### src/rtl/hazard_pkg.sv
// rtl/hazard_pkg.sv - shared types and constants for the hazard/stall controller
package hazard_pkg;

    localparam int REG_ADDR_W      = 5;
    localparam int MD_CNT_W        = 6;
    localparam int STALL_CNT_W     = 16;
    localparam int MULT_CYCLES_DEF = 4;
    localparam int DIV_CYCLES_DEF  = 32;

    typedef enum logic {
        RUN     = 1'b0,
        MD_BUSY = 1'b1
    } mdState_t;

    // r0 is hardwired zero, so a write to it never creates a dependency
    function automatic logic regMatch(
        input logic [REG_ADDR_W-1:0] dst,
        input logic [REG_ADDR_W-1:0] rs,
        input logic [REG_ADDR_W-1:0] rt
    );
        return (dst != '0) && ((dst == rs) || (dst == rt));
    endfunction

endpackage

### src/rtl/md_busy_timer.sv
// rtl/md_busy_timer.sv - multiply/divide occupancy counter with completion pulse
module md_busy_timer
    import hazard_pkg::*;
(
    input  logic                CLK,
    input  logic                RST_N,
    input  logic                load,
    input  logic [MD_CNT_W-1:0] loadVal,
    input  logic                busy,
    output logic                mdDone
);

    logic [MD_CNT_W-1:0] cnt;

    always_ff @(posedge CLK or negedge RST_N) begin
        if (!RST_N) begin
            cnt <= '0;
        end else if (load) begin
            cnt <= loadVal;
        end else if (busy && (cnt != '0)) begin
            cnt <= cnt - MD_CNT_W'(1);
        end
    end

    assign mdDone = busy && (cnt == '0);

endmodule

### src/rtl/hazard_stall_ctrl.sv
// rtl/hazard_stall_ctrl.sv - pipeline hazard detection, stall/flush and mul/div occupancy FSM
module hazard_stall_ctrl
    import hazard_pkg::*;
#(
    parameter int MULT_CYCLES = MULT_CYCLES_DEF,
    parameter int DIV_CYCLES  = DIV_CYCLES_DEF
) (
    input  logic                   CLK,
    input  logic                   RST_N,
    input  logic [REG_ADDR_W-1:0]  RsAddr_D,
    input  logic [REG_ADDR_W-1:0]  RtAddr_D,
    input  logic                   IsBranch_D,
    input  logic                   IsMulDiv_D,
    input  logic                   IsDiv_D,
    input  logic                   ReadHiLo_D,
    input  logic                   BranchTaken_D,
    input  logic                   MemRead_E,
    input  logic                   RegWriteEN_E,
    input  logic [REG_ADDR_W-1:0]  RegDstAddr_E,
    input  logic                   MemRead_M,
    input  logic [REG_ADDR_W-1:0]  RegDstAddr_M,
    output logic                   STALL,
    output logic                   FlushE,
    output logic                   FlushD,
    output logic                   MulDivBusy,
    output logic                   MdDone,
    output logic [STALL_CNT_W-1:0] StallCnt
);

    mdState_t            state;
    mdState_t            stateNext;
    logic                loadHaz;
    logic                brExHaz;
    logic                brLoadHaz;
    logic                mdHaz;
    logic                mdIssue;
    logic                mdDone;
    logic [MD_CNT_W-1:0] loadVal;

    assign loadHaz   = MemRead_E && regMatch(RegDstAddr_E, RsAddr_D, RtAddr_D);
    assign brExHaz   = IsBranch_D && RegWriteEN_E && regMatch(RegDstAddr_E, RsAddr_D, RtAddr_D);
    assign brLoadHaz = IsBranch_D && MemRead_M && regMatch(RegDstAddr_M, RsAddr_D, RtAddr_D);
    // The completion cycle still counts as busy, which keeps mul/div issues from overlapping
    assign mdHaz     = (state == MD_BUSY) && (ReadHiLo_D || IsMulDiv_D);

    assign STALL  = RST_N && (loadHaz || brExHaz || brLoadHaz || mdHaz);
    assign FlushE = STALL;
    assign FlushD = RST_N && BranchTaken_D && !STALL;

    assign mdIssue = (state == RUN) && IsMulDiv_D && !STALL;
    assign loadVal = IsDiv_D ? MD_CNT_W'(DIV_CYCLES - 1) : MD_CNT_W'(MULT_CYCLES - 1);

    always_ff @(posedge CLK or negedge RST_N) begin
        if (!RST_N) begin
            state <= RUN;
        end else begin
            state <= stateNext;
        end
    end

    always_comb begin
        stateNext = state;
        case (state)
            RUN:     if (mdIssue) stateNext = MD_BUSY;
            MD_BUSY: if (mdDone)  stateNext = RUN;
            default: stateNext = RUN;
        endcase
    end

    md_busy_timer u_timer (
        .CLK     (CLK),
        .RST_N   (RST_N),
        .load    (mdIssue),
        .loadVal (loadVal),
        .busy    (state == MD_BUSY),
        .mdDone  (mdDone)
    );

    assign MulDivBusy = (state == MD_BUSY);
    assign MdDone     = mdDone;

    always_ff @(posedge CLK or negedge RST_N) begin
        if (!RST_N) begin
            StallCnt <= '0;
        end else if (STALL && (StallCnt != '1)) begin
            StallCnt <= StallCnt + STALL_CNT_W'(1);
        end
    end

endmodule
### config.mk
export PLATFORM = sky130hd
export DESIGN_NAME = hazard_stall_ctrl
export DESIGN_NICKNAME = d
export VERILOG_FILES = /design/src/rtl/hazard_pkg.sv /design/src/rtl/md_busy_timer.sv /design/src/rtl/hazard_stall_ctrl.sv
export SDC_FILE = /design/constraint.sdc
export NUM_CORES = 1
export LEC_CHECK = 0
export CAP_MARGIN = 20
export CORE_MARGIN = 4
export CORE_UTILIZATION = 40
export DETAILED_ROUTE_END_ITERATION = 7
export HOLD_SLACK_MARGIN = 0.03
export PLACE_DENSITY = 0.75
export SYNTH_ARGS = -nofsm -noshare
export SYNTH_HDL_FRONTEND = slang
export SYNTH_SLANG_ARGS = --single-unit
### constraint.sdc
create_clock -name CLK -period 2 [get_ports CLK]
set_input_delay 0.4 -clock CLK [delete_from_list [all_inputs] [get_ports CLK]]
set_output_delay 0.4 -clock CLK [all_outputs]
set_load 0.01 [all_outputs]
# == Word level (Yosys, flattened, before mapping) ==
# Index checks and enable logic that the tools add are counted.
# op_classes
magnitude_cmp,0
n_reduce_logical,28
n_addsub,2
eq_ne,5
n_bitwise,1
div_mod_pow,0
muxes,6
mul,0
n_shift,0
# op_table
cell,n
$eq A5 B5 Y1,4
$add A16 B1 Y16 const B,1
$logic_and A1 B1 Y1,16
$ne A16 B16 Y1 const B,1
$mux W6,2
$reduce_bool A5 Y1,2
$logic_not A6 Y1,1
$logic_or A1 B1 Y1,6
$reduce_bool A6 Y1,1
$sub A6 B1 Y6 const B,1
$mux W5,1
$mux W1,2
$pmux W1 S2,1
$reduce_bool A2 Y1,1
$logic_not A1 Y1,1
$not A1 Y1,1
# word_totals
ram_bits,0
mem_count,0
latch_bits,0
register_bits,23
rom_bits,0
out_inout_bits,21
in_bits,30
elab_cells,45

# == Depth between registers and ports, before layout ==
# logic_depth
word_depth,12
ltp_mapped,9
depth_no_buf,8

# == Cells and area by module ==
# A second synthesis with hierarchy kept.
# hier_totals
cells_unflattened,166
area_unflattened_um2,1567.8
# modules_own_cells
mod,cells_each,seq_area_each_um2,instances,area_each_um2
hazard_stall_ctrl,118,425.4,1,1136.1
md_busy_timer,48,150.1,1,431.7

# == Worst setup path after synthesis ==
# OpenSTA, ideal clock, no wires.
# synth_timing
path_type,input -> output
from,in RegDstAddr_M[0]
to,out STALL
path_buffers,1
t_arrival_ns,1.738
cell_stages,5
required_ns,1.600
slack_ns,-0.138
path_cell_list,or3_1 > o311a_1 > a22o_4 > o21a_1 > buf_4
# synth_via
elab_chain_len,7
elab_cells_between_ends,9
cone_classes,2 x eq/ne; 7 x reduce/logical
# synth_rtl
element,line_no,text
from (decl),hazard_stall_ctrl.sv:21,"input logic [REG_ADDR_W-1:0] RegDstAddr_M,"
$eq A5 B5 Y1,hazard_pkg.sv:21,return (dst != '0) && ((dst == rs) || (dst == rt));
$logic_or A1 B1 Y1,hazard_pkg.sv:21,
$logic_and A1 B1 Y1 (*),hazard_pkg.sv:21,
$logic_and A1 B1 Y1 (*),hazard_stall_ctrl.sv:42,"assign brLoadHaz = IsBranch_D && MemRead_M && regMatch(RegDstAddr_M, RsAddr_D, RtAddr_D);"
$logic_or A1 B1 Y1 (*) (2 in a row),hazard_stall_ctrl.sv:46,assign STALL = RST_N && (loadHaz || brExHaz || brLoadHaz || mdHaz);
$logic_and A1 B1 Y1 (*),hazard_stall_ctrl.sv:46,
to (decl),hazard_stall_ctrl.sv:22,"output logic STALL,"
# Every way passes the cells marked *; elsewhere a longest branch is shown, timed or not.

# == Worst setup path after layout ==
# layout_timing
from,in RegDstAddr_M[1]
to,out STALL
# The elaborated chain is that of the path after synthesis.

==> flow_metrics.env <==
export IMPL_synthFlopType="dfrtp_1"
export IMPL_io_pins=51
export IMPL_drt_iter0_drc=47
export IMPL_insertion_delay_ns=0.27
export IMPL_use_met1=0.198
export IMPL_r2r_end="u_timer.cnt[3]"
export IMPL_syn_nets=186
export IMPL_final_min_clock_period_ns=2.18
export IMPL_first_pass_iters=4
export IMPL_rr_worst_depth=8
export IMPL_timing_fmax_mhz=459
export IMPL_yosysTopAreaCellShare=0.384
export IMPL_met3_usage=0.0435
export IMPL_holdBufCountCts=0
export IMPL_post_route_period_util=1.09
export IMPL_cts_tree="done"
export IMPL_htreeDepth=1
export IMPL_yosys_top_cells_count="xnor2_1, dfrtp_1, xor2_1, nand2_1"
export IMPL_antenna_found_initial=0
export IMPL_netlist_top_cell_by_area="dfrtp_1"
export IMPL_instances_no_fill=280
export IMPL_violations="negative setup slack"
export IMPL_slew_headroom=0.789
export IMPL_tightestPinTransition_ns=0.314
export IMPL_worstHoldStart="StallCnt[8]"
export IMPL_cp_required_ns=1.60
export IMPL_finalHoldViolations=0
export IMPL_post_route_drc_count=0
export IMPL_critical_path_class="input pin to primary output"
export IMPL_core_area_um2=3470
export IMPL_drive_above_1_share=0.303
export IMPL_setup_viol=7
export IMPL_syn_area_um2=1500
export IMPL_endpoint_kind="primary output"
export IMPL_hold_path_end="StallCnt[8]"
export IMPL_die_area_um2=4790
export IMPL_hp_class="flip-flop to flip-flop"
export IMPL_path_max_fanout=3
export IMPL_synth_area_leaders="dfrtp_1, xnor2_1, xor2_1, nor3_1, mux2_2"
export IMPL_rsz0062_at_grt="yes"
export IMPL_root_buffer="clkbuf_8"
export IMPL_detail_route_wl_per_cell_um=14.9
export IMPL_post_place_cells=272
export IMPL_pwr_density_cell_nw_per_um2=865
export IMPL_yosysWarnings=0
export IMPL_grt_max_degree=18
export IMPL_syn_avg_cell_area_um2=9.73
export IMPL_vias=1447
export IMPL_clockBufferDepth=2
export IMPL_io_buffer_count=50
export IMPL_grt_pass1_wl_um=6910
export IMPL_yosysMostFrequentCell="xnor2_1"
export IMPL_outcome="finished, violations left"
export IMPL_fin_setup_tns_ns=-0.630
export IMPL_irDropWorstVdd_mv=0.667
export IMPL_gp_congestion=0.952
export IMPL_vias_per_cell=5.17
export IMPL_overflow=0
export IMPL_clk_pin_slew_worst_paths_ns=0.09
export IMPL_grt_pass1_vias=1481
export IMPL_worstHoldPathCells=1
export IMPL_p_leak_nw=1.06
export IMPL_routed_wl_um=4170
export IMPL_timing_rr_start="u_timer.cnt[1]"
export IMPL_synth_cell_types=35
export IMPL_finClkSkew_ns=0.0112
export IMPL_cp_start_kind="input pin"
export IMPL_die_w_um=69.2
export IMPL_max_cap_violations=0
export IMPL_top_usage_layer="met2"
export IMPL_synth_edf_count=0
export IMPL_clock_sinks=23
export IMPL_drtAntennaViolNets=0
export IMPL_grt_total_usage=0.169
export IMPL_pre_cts_ws_ns=-0.918
export IMPL_ys_seq_elements=23
export IMPL_grtUsageMet2=0.314
export IMPL_setup_ws_ns=-0.181
export IMPL_rows=21
export IMPL_n_antenna_cell=0
export IMPL_holdWs_ns=0.502
export IMPL_postSynthCellCount=154
export IMPL_finalNetCount=267
export IMPL_r2r_slack_ns=0.08
export IMPL_yosysSeqAreaShare=0.384
export IMPL_area_delta_synth_final_pct=60.2
export IMPL_cts_buffers=3
export IMPL_start_util=0.432
export IMPL_synth_async_sr_flop_share=1.00
export IMPL_arrival_ns=1.78
export IMPL_hpwlAfterDp_um=3110
export IMPL_finalMaxSlewViolations=0
export IMPL_die_h_um=69.2
[registers in the layout, summed over array words and instances, names as in the netlist]
signal,count
MulDivBusy,1
StallCnt,16
u_timer.cnt,6
[power breakdown]
group          total, W  internal (W)  switching, W
logic           0.00104      0.000611      0.000432
clock network  0.000296      0.000141      0.000155
registers      0.000736      0.000593      0.000142
[logic make-up after synthesis]
group,Yosys count,synth area share
DFF,23,0.384
adders and majority gates,2,0.0167
and+or+nand+nor,61,0.209
xor gates and xnor gates,40,0.234
buffers and inverters,8,0.0292
muxes,4,0.0301
AOI/OAI and AO/OA,16,0.0969
[worst max-delay path by stage]
stage	endpoint	cells past startpoint	slack, ns	startpoint
2_1_floorplan	STALL	5	-0.14	RegDstAddr_M[0]
3_3_place_gp	FlushD	6	-0.91	RegDstAddr_M[0]
3_5_place_dp	FlushD	6	-0.92	RegDstAddr_M[0]
4_1_cts	STALL	6	-0.22	RegDstAddr_M[2]
5_1_grt	FlushE	6	-0.23	RegDstAddr_M[1]
6_report	STALL	6	-0.18	RegDstAddr_M[1]
[cell usage in the layout, fill, tap and decap left out, types with 2 or more instances in the layout]
cell             netlist  final
and3_1                 3      3
xor2_1                14     14
clkbuf_8               0      3
inv_2                  0      2
o211ai_1               3      3
nor2_1                10      9
nand2_1               12     11
buf_6                  1      3
nor3b_2                0      2
clkdlybuf4s50_1        0     26
dlygate4sd2_1          0     16
buf_4                  1     30
nand2b_1               4      3
or3_1                  2      2
mux2_4                 0      3
a21oi_1                2      2
o22ai_2                0      2
buf_2                  2      5
dfrtp_1               23     23
nor3_4                 0      3
nand4_1                5      5
nand3_1                7      7
nor3_2                 0      4
xnor2_1               26     25
o21a_1                 2      2
nor3_1                10      3
[metrics by stage]
step	util	instance area [um2]	total power, W
finish	0.692	2400	0.00208
global placement	0.645	2240	0.00164
global route	0.692	2400	0.00223
floorplan	-	1510	0.00122
detailed placement	0.645	2240	0.00169
CTS	0.663	2300	0.00202
[area by class of cell]
cell class,count,area [um2]
clock inverters,1,7.51
well taps,46,57.6
flip-flops and latches,23,576
repair buffers,81,689
clock buffers,3,41.3
multi-input cells,123,1020
fillers,266,1070
inverters,3,11.3
[metal layers]
metal  up-vias  part of all wire
li1        703                 -
met1       693              0.40
met2        42              0.54
met3         9             0.046
met4         0             0.016
met5         -                 0
[timing repair]
| action | in CTS | in global routing |
|---|---|---|
| buffers inserted | 3 | 2 |
| pin swaps | 9 | 14 |
| gates resized for setup | 55 | 21 |
| endpoints found under the setup margin | 27 | 20 |
[worst max-delay path, cell delays in order]
cell and delay, ns:
buf_6 0.09, or3_1 0.36, o311a_1 0.33, a22o_4 0.28, o21a_1 0.17, buf_2 0.14
(Power assumes the default switching activity.)
